<file path="src/rtl/lq_stq_pkg.sv">
`default_nettype none
// ============================================================================
// Module      : lq_stq_pkg
// Description : Shared size encodings, FSM state type and helpers for the
//               store-data align path.
// Revision    : 1.0 - initial release
// ============================================================================
package lq_stq_pkg;

    localparam logic [1:0] SZ_1B = 2'b00;
    localparam logic [1:0] SZ_2B = 2'b01;
    localparam logic [1:0] SZ_4B = 2'b10;
    localparam logic [1:0] SZ_8B = 2'b11;

    typedef enum logic [0:0] {
        IDLE  = 1'b0,
        SPLIT = 1'b1
    } stq_state_t;

    function automatic logic [3:0] size_bytes(input logic [1:0] sz);
        case (sz)
            SZ_1B: size_bytes = 4'd1;
            SZ_2B: size_bytes = 4'd2;
            SZ_4B: size_bytes = 4'd4;
            SZ_8B: size_bytes = 4'd8;
        endcase
    endfunction

endpackage
`default_nettype wire

</file>
<file path="src/rtl/lq_stq_rotl64.sv">
`default_nettype none
// ============================================================================
// Module      : lq_stq_rotl64
// Description : Byte rotate-left of a big-endian doubleword plus byte-enable
//               generation for the first or second beat of a store.
// Revision    : 1.0 - initial release
// ============================================================================
module lq_stq_rotl64 (
    input  logic [0:63] i_data,
    input  logic [2:0]  i_rot,
    input  logic [2:0]  i_a,
    input  logic [3:0]  i_e,
    input  logic        i_beat,
    output logic [0:63] o_data,
    output logic [0:7]  o_be
);

    always_comb begin
        o_data = '0;
        o_be   = '0;
        for (int j = 0; j < 8; j++) begin
            // Output lane j takes source byte (j + rot) mod 8.
            o_data[8*j +: 8] = i_data[8*((j + int'(i_rot)) & 7) +: 8];
            if (i_beat) begin
                o_be[j] = (5'(j) + 5'd8) < {1'b0, i_e};
            end else begin
                o_be[j] = (4'(j) >= {1'b0, i_a}) && (4'(j) < i_e);
            end
        end
    end

endmodule
`default_nettype wire

</file>
<file path="src/rtl/lq_stq_data_align.sv">
`default_nettype none
// ============================================================================
// Module      : lq_stq_data_align
// Description : Rotates right-justified store data into doubleword byte lanes,
//               builds byte enables and splits DW-crossing stores into two
//               beats. Option macro: LQ_STQ_BYTE_REV_EN (byte-reversed stores).
// Revision    : 1.0 - initial release
// ============================================================================
module lq_stq_data_align
    import lq_stq_pkg::*;
#(
    parameter int ADDR_WIDTH = 64,
    parameter int ITAG_WIDTH = 7
) (
    input  logic                    clk,
    input  logic                    rst_b,
    input  logic                    ex_st_val,
    output logic                    ex_st_rdy,
    input  logic [64-ADDR_WIDTH:63] ex_st_addr,
    input  logic [1:0]              ex_st_size,
    input  logic [0:63]             ex_st_data,
    input  logic [ITAG_WIDTH-1:0]   ex_st_itag,
`ifdef LQ_STQ_BYTE_REV_EN
    input  logic                    ex_st_byte_rev,
`endif
    output logic                    st_out_val,
    input  logic                    st_out_rdy,
    output logic [64-ADDR_WIDTH:63] st_out_addr,
    output logic [0:63]             st_out_data,
    output logic [0:7]              st_out_be,
    output logic                    st_out_last,
    output logic [ITAG_WIDTH-1:0]   st_out_itag
);

    stq_state_t              r_state;
    stq_state_t              w_next;
    logic                    r_val;
    logic [64-ADDR_WIDTH:63] r_addr;
    logic [0:63]             r_data;
    logic [0:7]              r_be;
    logic                    r_last;
    logic [ITAG_WIDTH-1:0]   r_itag;
    logic [3:0]              r_e;

    logic [2:0]  w_a;
    logic [3:0]  w_nbytes;
    logic [3:0]  w_e;
    logic [2:0]  w_rot;
    logic [0:63] w_src;
    logic [0:63] w_rot_data;
    logic [0:7]  w_be;
    logic        w_beat;
    logic [3:0]  w_be_e;
    logic        w_hs;
    logic        w_rdy;
    logic        w_load0;
    logic        w_load1;
    logic        w_drain;

    assign w_a      = ex_st_addr[61:63];
    assign w_nbytes = size_bytes(ex_st_size);
    assign w_e      = {1'b0, w_a} + w_nbytes;
    assign w_rot    = 3'(4'd8 - w_e);

`ifdef LQ_STQ_BYTE_REV_EN
    // Reverse only the live low bytes (8-S..7); upper bytes pass through.
    always_comb begin
        w_src = ex_st_data;
        if (ex_st_byte_rev) begin
            for (int k = 0; k < 8; k++) begin
                if (k >= 8 - int'(w_nbytes)) begin
                    w_src[8*k +: 8] = ex_st_data[8*(15 - int'(w_nbytes) - k) +: 8];
                end
            end
        end
    end
`else
    assign w_src = ex_st_data;
`endif

    // In SPLIT the rotator only supplies beat-1 enables from the saved end offset.
    assign w_beat = (r_state == SPLIT);
    assign w_be_e = w_beat ? r_e : w_e;

    lq_stq_rotl64 u_rotl (
        .i_data (w_src),
        .i_rot  (w_rot),
        .i_a    (w_a),
        .i_e    (w_be_e),
        .i_beat (w_beat),
        .o_data (w_rot_data),
        .o_be   (w_be)
    );

    assign w_hs = r_val & st_out_rdy;

    always_comb begin
        w_next  = r_state;
        w_rdy   = 1'b0;
        w_load0 = 1'b0;
        w_load1 = 1'b0;
        w_drain = 1'b0;
        case (r_state)
            IDLE: begin
                w_rdy = ~r_val | st_out_rdy;
                if (ex_st_val && w_rdy) begin
                    w_load0 = 1'b1;
                    if (w_e > 4'd8) begin
                        w_next = SPLIT;
                    end
                end else if (w_hs) begin
                    w_drain = 1'b1;
                end
            end
            SPLIT: begin
                if (w_hs) begin
                    w_load1 = 1'b1;
                    w_next  = IDLE;
                end
            end
            default: w_next = IDLE;
        endcase
    end

    always_ff @(posedge clk or negedge rst_b) begin
        if (!rst_b) begin
            r_state <= IDLE;
        end else begin
            r_state <= w_next;
        end
    end

    always_ff @(posedge clk or negedge rst_b) begin
        if (!rst_b) begin
            r_val  <= 1'b0;
            r_addr <= '0;
            r_data <= '0;
            r_be   <= '0;
            r_last <= 1'b0;
            r_itag <= '0;
            r_e    <= '0;
        end else if (w_load0) begin
            r_val  <= 1'b1;
            r_addr <= {ex_st_addr[64-ADDR_WIDTH:60], 3'b000};
            r_data <= w_rot_data;
            r_be   <= w_be;
            r_last <= (w_e <= 4'd8);
            r_itag <= ex_st_itag;
            r_e    <= w_e;
        end else if (w_load1) begin
            r_addr <= r_addr + ADDR_WIDTH'(8);
            r_be   <= w_be;
            r_last <= 1'b1;
        end else if (w_drain) begin
            r_val  <= 1'b0;
        end
    end

    assign ex_st_rdy   = w_rdy;
    assign st_out_val  = r_val;
    assign st_out_addr = r_addr;
    assign st_out_data = r_data;
    assign st_out_be   = r_be;
    assign st_out_last = r_last;
    assign st_out_itag = r_itag;

endmodule
`default_nettype wire

</file>
<file path="config.mk">
export PLATFORM = sky130hd
export DESIGN_NAME = lq_stq_data_align
export DESIGN_NICKNAME = d
export VERILOG_FILES = /design/src/rtl/lq_stq_pkg.sv /design/src/rtl/lq_stq_rotl64.sv /design/src/rtl/lq_stq_data_align.sv
export SDC_FILE = /design/constraint.sdc
export NUM_CORES = 1
export LEC_CHECK = 0
export ABC_CLOCK_PERIOD_IN_PS = 2200
export CAP_MARGIN = 5
export CELL_PAD_IN_SITES_DETAIL_PLACEMENT = 1
export CELL_PAD_IN_SITES_GLOBAL_PLACEMENT = 1
export CORE_AREA = 2 2 207 148
export CTS_CLUSTER_DIAMETER = 40
export CTS_CLUSTER_SIZE = 12
export DETAILED_ROUTE_END_ITERATION = 8
export DIE_AREA = 0 0 209 150
export GPL_ROUTABILITY_DRIVEN = 0
export GPL_TIMING_DRIVEN = 0
export PLACE_DENSITY = 0.88
export SLEW_MARGIN = 15
export SYNTH_ARGS = -nofsm -noshare
export SYNTH_HDL_FRONTEND = slang
export SYNTH_SLANG_ARGS = --single-unit
</file>
<file path="constraint.sdc">
create_clock -name clk -period 2.2 [get_ports clk]
set_clock_uncertainty 0.15 [all_clocks]
set_input_delay 0.44 -clock clk [delete_from_list [all_inputs] [get_ports clk]]
set_output_delay 0.44 -clock clk [all_outputs]
set_load 0.01 [all_outputs]
</file>
==> results.txt <==
Clock-pin slew was measured on the worst setup and hold paths at 0.06 ns. The number of primary I/O pins came out at 287. TritonCTS built the clock tree. The largest net degree at the start of global routing came out at 79. The number of search-and-repair iterations in the first detailed-routing pass is 7.

The final-layout fill cell count came out at 3,162. Input and output buffers added on the ports amount to roughly 280. The worst IR drop on VDD is 0.000544 V. The highest fanout seen on the critical path is 7. The HPWL after detailed placement is 31,100 µm. A synthesized cell averages 9.53 µm². For this block, the initial DRC count from the detailed router was 802. The standby leakage power came out at 6.41 nW. STA classifies the critical path endpoint as a register. The share of synthesized area occupied by flip-flops and latches came out at 0.396.

The post-place instance area came out at 0.0128 mm². For this run, the leading register cell type out of synthesis is sky130_fd_sc_hd__dfrtp_1. The die boundary width came out at 209 µm. The total overflow reported by the global router is 0. The netlist area before placement is 0.00928 mm². The tightest min-delay check is of the primary input to register type. The largest single stage delay on the critical path is 0.58 ns.

In the routed layout, each cell is associated on average with a via count of 5.84. The die footprint is roughly 0.031 mm². In this run, synthesis inferred 0 flip-flops with an integrated enable. The final count of hold timing violations is 0. The effective utilization at floorplan is 0.314. The worst setup path is of the primary input to register kind.

The tightest slew margin relative to the limit came out at 0.449. Setup repair after global routing could not meet its margin everywhere. The first-pass GRT wire length came out at 67,500 µm.

The remaining routing DRC violations came out at 0. The final clock period utilization by the worst path came out at 1.22. The synthesis-to-layout area growth came out at 70.2%. Synthesis handed over a netlist of 974 instances. The required arrival time at the worst endpoint is 2.32 ns. The share of async-settable or async-resettable flops after synthesis is 1.00.

The highest-delay cell along the critical path is sky130_fd_sc_hd__fa_2. In the post-route analysis, the smallest setup slack over all paths is -0.475 ns. The initial antenna violation count came to 3. Summed over all layers, the routed wires come to 49,300 µm. Walking the worst path, the cells encountered are buf_8, nor2_4, ha_4, fa_2, inv_4, ha_4, buf_12, buf_12, mux4_2, mux2i_1, o21ai_1. The buffer and inverter count on the worst path is 4. The final standard cell area without fillers came out at 0.0158 mm². For the worst-skew pair, the clock arrives at the later sink with an insertion delay of 0.44 ns. The total clock buffers created by CTS is 17. The checks that failed: negative setup slack.

The overall global routing resource usage came out at 0.287. Clock tree synthesis selected as its root buffer the cell sky130_fd_sc_hd__clkbuf_16. The count of nets after finishing came out at roughly 1,500. The number of max-slew violations in the final report came out at 0. The clock drives 147 sinks. The number of distinct library cells after synthesis came out at 62. The shortest period the worst path allows came out at 2.67 ns. The maximum root-to-sink buffer count came out at 2. The number of failing setup endpoints in the final timing report is 71. Across the run, the number of max-cap violations was 0. The standard cell core area came out at 0.0295 mm². The arrival time of data at the critical path endpoint is 2.80 ns. In this run the power density over the cells is 1300 mW/mm². The level count of the clock H-tree came out at 4. The post-synthesis sequential element count is 147.

The count of antenna-violating nets left after detailed routing came out at 0. The worst setup path is launched from a primary input. The worst hold slack across all endpoints came out at just over 0.2 ns. The count of warnings emitted by yosys came out at 0. For the pin with the worst max-slew slack, the measured transition is 0.827 ns. The fraction of layout cells with a size suffix above 1 came out at 0.303. The vertical extent of the die came out at 150 µm. After routing, the total negative slack on setup checks comes to -24.32 ns. The row count is 53. The maximum clock rate is 374 MHz. The mean routed wirelength per cell came out at 27.6 µm. Broken down by cell family, the worst path's largest delay share belongs to adder cells. The flow ran to the end, but the final reports show violations. The via count came out at around 10,000. The worst setup slack after placement came out at -1.83 ns. The number of global-route vias before repair came out at 10,705.
## cells by family (layout without fill, tap and decap cells)
logic type                 Yosys count  in the layout  share of synthesized area
and+or+nand+nor                    386            386                      0.204
AOI/OAI and AO/OA                  171            171                      0.109
muxes                              151            151                      0.206
DFF                                147            147                      0.396
buffers and inverters               76            500                     0.0343
xor gates and xnor gates            35             35                     0.0395
adders and majority gates            7              7                     0.0102
other                                1              5                   0.000404
## placed cells by master, fill, tap and decap left out, types with 6 or more instances in the layout
| master | count |
|---|---|
| sky130_fd_sc_hd__mux2i_2 | 26 |
| sky130_fd_sc_hd__nor3_1 | 6 |
| sky130_fd_sc_hd__o21ai_0 | 49 |
| sky130_fd_sc_hd__nand3_2 | 51 |
| sky130_fd_sc_hd__buf_8 | 9 |
| sky130_fd_sc_hd__a31oi_1 | 17 |
| sky130_fd_sc_hd__nand4_1 | 24 |
| sky130_fd_sc_hd__dfrtp_2 | 28 |
| sky130_fd_sc_hd__o21ai_1 | 43 |
| sky130_fd_sc_hd__o21ai_2 | 6 |
| sky130_fd_sc_hd__a21oi_1 | 13 |
| sky130_fd_sc_hd__clkbuf_4 | 6 |
| sky130_fd_sc_hd__xor2_1 | 25 |
| sky130_fd_sc_hd__buf_6 | 17 |
| sky130_fd_sc_hd__a211oi_1 | 6 |
| sky130_fd_sc_hd__clkbuf_1 | 15 |
| sky130_fd_sc_hd__mux4_2 | 32 |
| sky130_fd_sc_hd__clkbuf_16 | 20 |
| sky130_fd_sc_hd__buf_12 | 13 |
| sky130_fd_sc_hd__nand3_4 | 7 |
| sky130_fd_sc_hd__clkdlybuf4s50_1 | 272 |
| sky130_fd_sc_hd__buf_4 | 91 |
| sky130_fd_sc_hd__nand2_1 | 150 |
| sky130_fd_sc_hd__mux2i_1 | 61 |
| sky130_fd_sc_hd__and2_1 | 8 |
| sky130_fd_sc_hd__nand3_1 | 25 |
| sky130_fd_sc_hd__mux2i_4 | 32 |
| sky130_fd_sc_hd__dfrtp_1 | 119 |
| sky130_fd_sc_hd__buf_2 | 9 |
| sky130_fd_sc_hd__nor2_1 | 41 |
| sky130_fd_sc_hd__buf_16 | 6 |
| sky130_fd_sc_hd__inv_1 | 8 |
| sky130_fd_sc_hd__nor4_1 | 6 |
| sky130_fd_sc_hd__clkbuf_2 | 11 |
| sky130_fd_sc_hd__or3_1 | 13 |
| sky130_fd_sc_hd__nor4_4 | 6 |
| sky130_fd_sc_hd__and3_1 | 13 |
## through the flow
step                      utilization  instances  total power, mW
after floorplan                     -        976             9.31
after CTS                       0.501       1726             18.9
after global routing            0.535       1787             21.5
final                           0.535       1787             20.5
after detailed placement        0.433       1645             14.1
after global placement          0.432       1644             13.7
## metal layers
metal | share of wire | routed length [µm] | vias to the layer above | track usage
li1 | - | - | 4414 | -
met1 | 0.41 | 20300 | 5382 | 0.385
met2 | 0.48 | 23500 | 510 | 0.455
met3 | 0.081 | 4000 | 124 | 0.0756
met4 | 0.031 | 1510 | 0 | 0.0864
met5 | 0 | 0 | - | 0
## worst min-delay path, stage by stage
cell and delay (ns):
sky130_fd_sc_hd__buf_6 0.10, sky130_fd_sc_hd__a31oi_1 0.06, sky130_fd_sc_hd__o21ai_0 0.07, sky130_fd_sc_hd__a31oi_1 0.08
## final timing paths
kind / start / to / slack, ns / depth (start not counted)
worst max-delay path: ex_st_size[1] / st_out_data[26]$_DFFE_PN0P_ / -0.47 / 11
worst min-delay path: ex_st_addr[63] / st_out_be[6]$_DFFE_PN0P_ / 0.21 / 4
worst max register to register: st_out_val$_DFFE_PN0P_ / st_out_data[42]$_DFFE_PN0P_ / -0.23 / 7
worst min register to register: st_out_itag[0]$_DFFE_PN0P_ / st_out_itag[0]$_DFFE_PN0P_ / 0.33 / 2
max in group asynchronous: rst_b / st_out_data[1]$_DFFE_PN0P_ / 0.63 / 3
min in group asynchronous: rst_b / st_out_itag[4]$_DFFE_PN0P_ / 0.42 / 2
## state kept, by name (all words and copies together) (netlist names)
name	cells
st_out_last	1
st_out_itag	7
st_out_data	64
r_e	4
st_out_be	8
st_out_val	1
st_out_addr	61
r_state	1
## where the power goes
part	total [mW]	internal [mW]	switching, mW
Combinational	11.9	5.87	6.05
Sequential	5.37	4.05	1.33
Clock	3.25	1.87	1.38
Total	20.5	11.8	8.75
## final cells by class
class / count / area, µm² / share of cell area
antenna: 2 / 5.00 / 0.000317
multi-input combinational: 753 / 6410 / 0.406
buffer: 61 / 502 / 0.0318
sequential: 147 / 3710 / 0.235
timing repair buffer: 398 / 4010 / 0.254
clock inverter: 13 / 171 / 0.0109
tap: 385 / 482 / 0.0305
clock buffer: 19 / 453 / 0.0287
inverter: 9 / 36.3 / 0.00230
## Yosys cell counts, drive strengths merged (2+ instances only)
| cell type | number | area share |
|---|---|---|
| mux2i | 119 | 0.13 |
| a211oi | 6 | 0.0049 |
| nor2 | 45 | 0.018 |
| nor3 | 10 | 0.0054 |
| o21ai | 98 | 0.053 |
| o211ai | 3 | 0.0024 |
| dfrtp | 147 | 0.40 |
| and4 | 5 | 0.0047 |
| a21oi | 13 | 0.0070 |
| xor2 | 27 | 0.027 |
| a311oi | 5 | 0.0047 |
| a21o | 3 | 0.0024 |
| mux4 | 32 | 0.078 |
| nor3b | 2 | 0.0016 |
| a31oi | 17 | 0.011 |
| nor4 | 13 | 0.014 |
| or2 | 6 | 0.0040 |
| xnor2 | 8 | 0.012 |
| or4 | 4 | 0.0036 |
| clkbuf | 41 | 0.017 |
| o22ai | 3 | 0.0020 |
| o31ai | 4 | 0.0032 |
| a22o | 2 | 0.0019 |
| nor2b | 3 | 0.0020 |
| nand2 | 151 | 0.061 |
| inv | 9 | 0.0036 |
| nand4 | 25 | 0.018 |
| and3 | 13 | 0.0088 |
| ha | 6 | 0.0081 |
| a22oi | 3 | 0.0024 |
| o21a | 3 | 0.0024 |
| and2 | 9 | 0.0061 |
| buf | 26 | 0.014 |
| nand3 | 83 | 0.046 |
| or3 | 15 | 0.010 |
## what timing repair did
item	4_1_cts	5_1_grt
pin swaps	34	49
buffers inserted	46	62
hold buffers	1	0
gates cloned	5	4
setup endpoints to repair	148	120
endpoints found under the hold margin	69	0
gates resized for setup	234	151
Power figures use the tool's default switching activity.
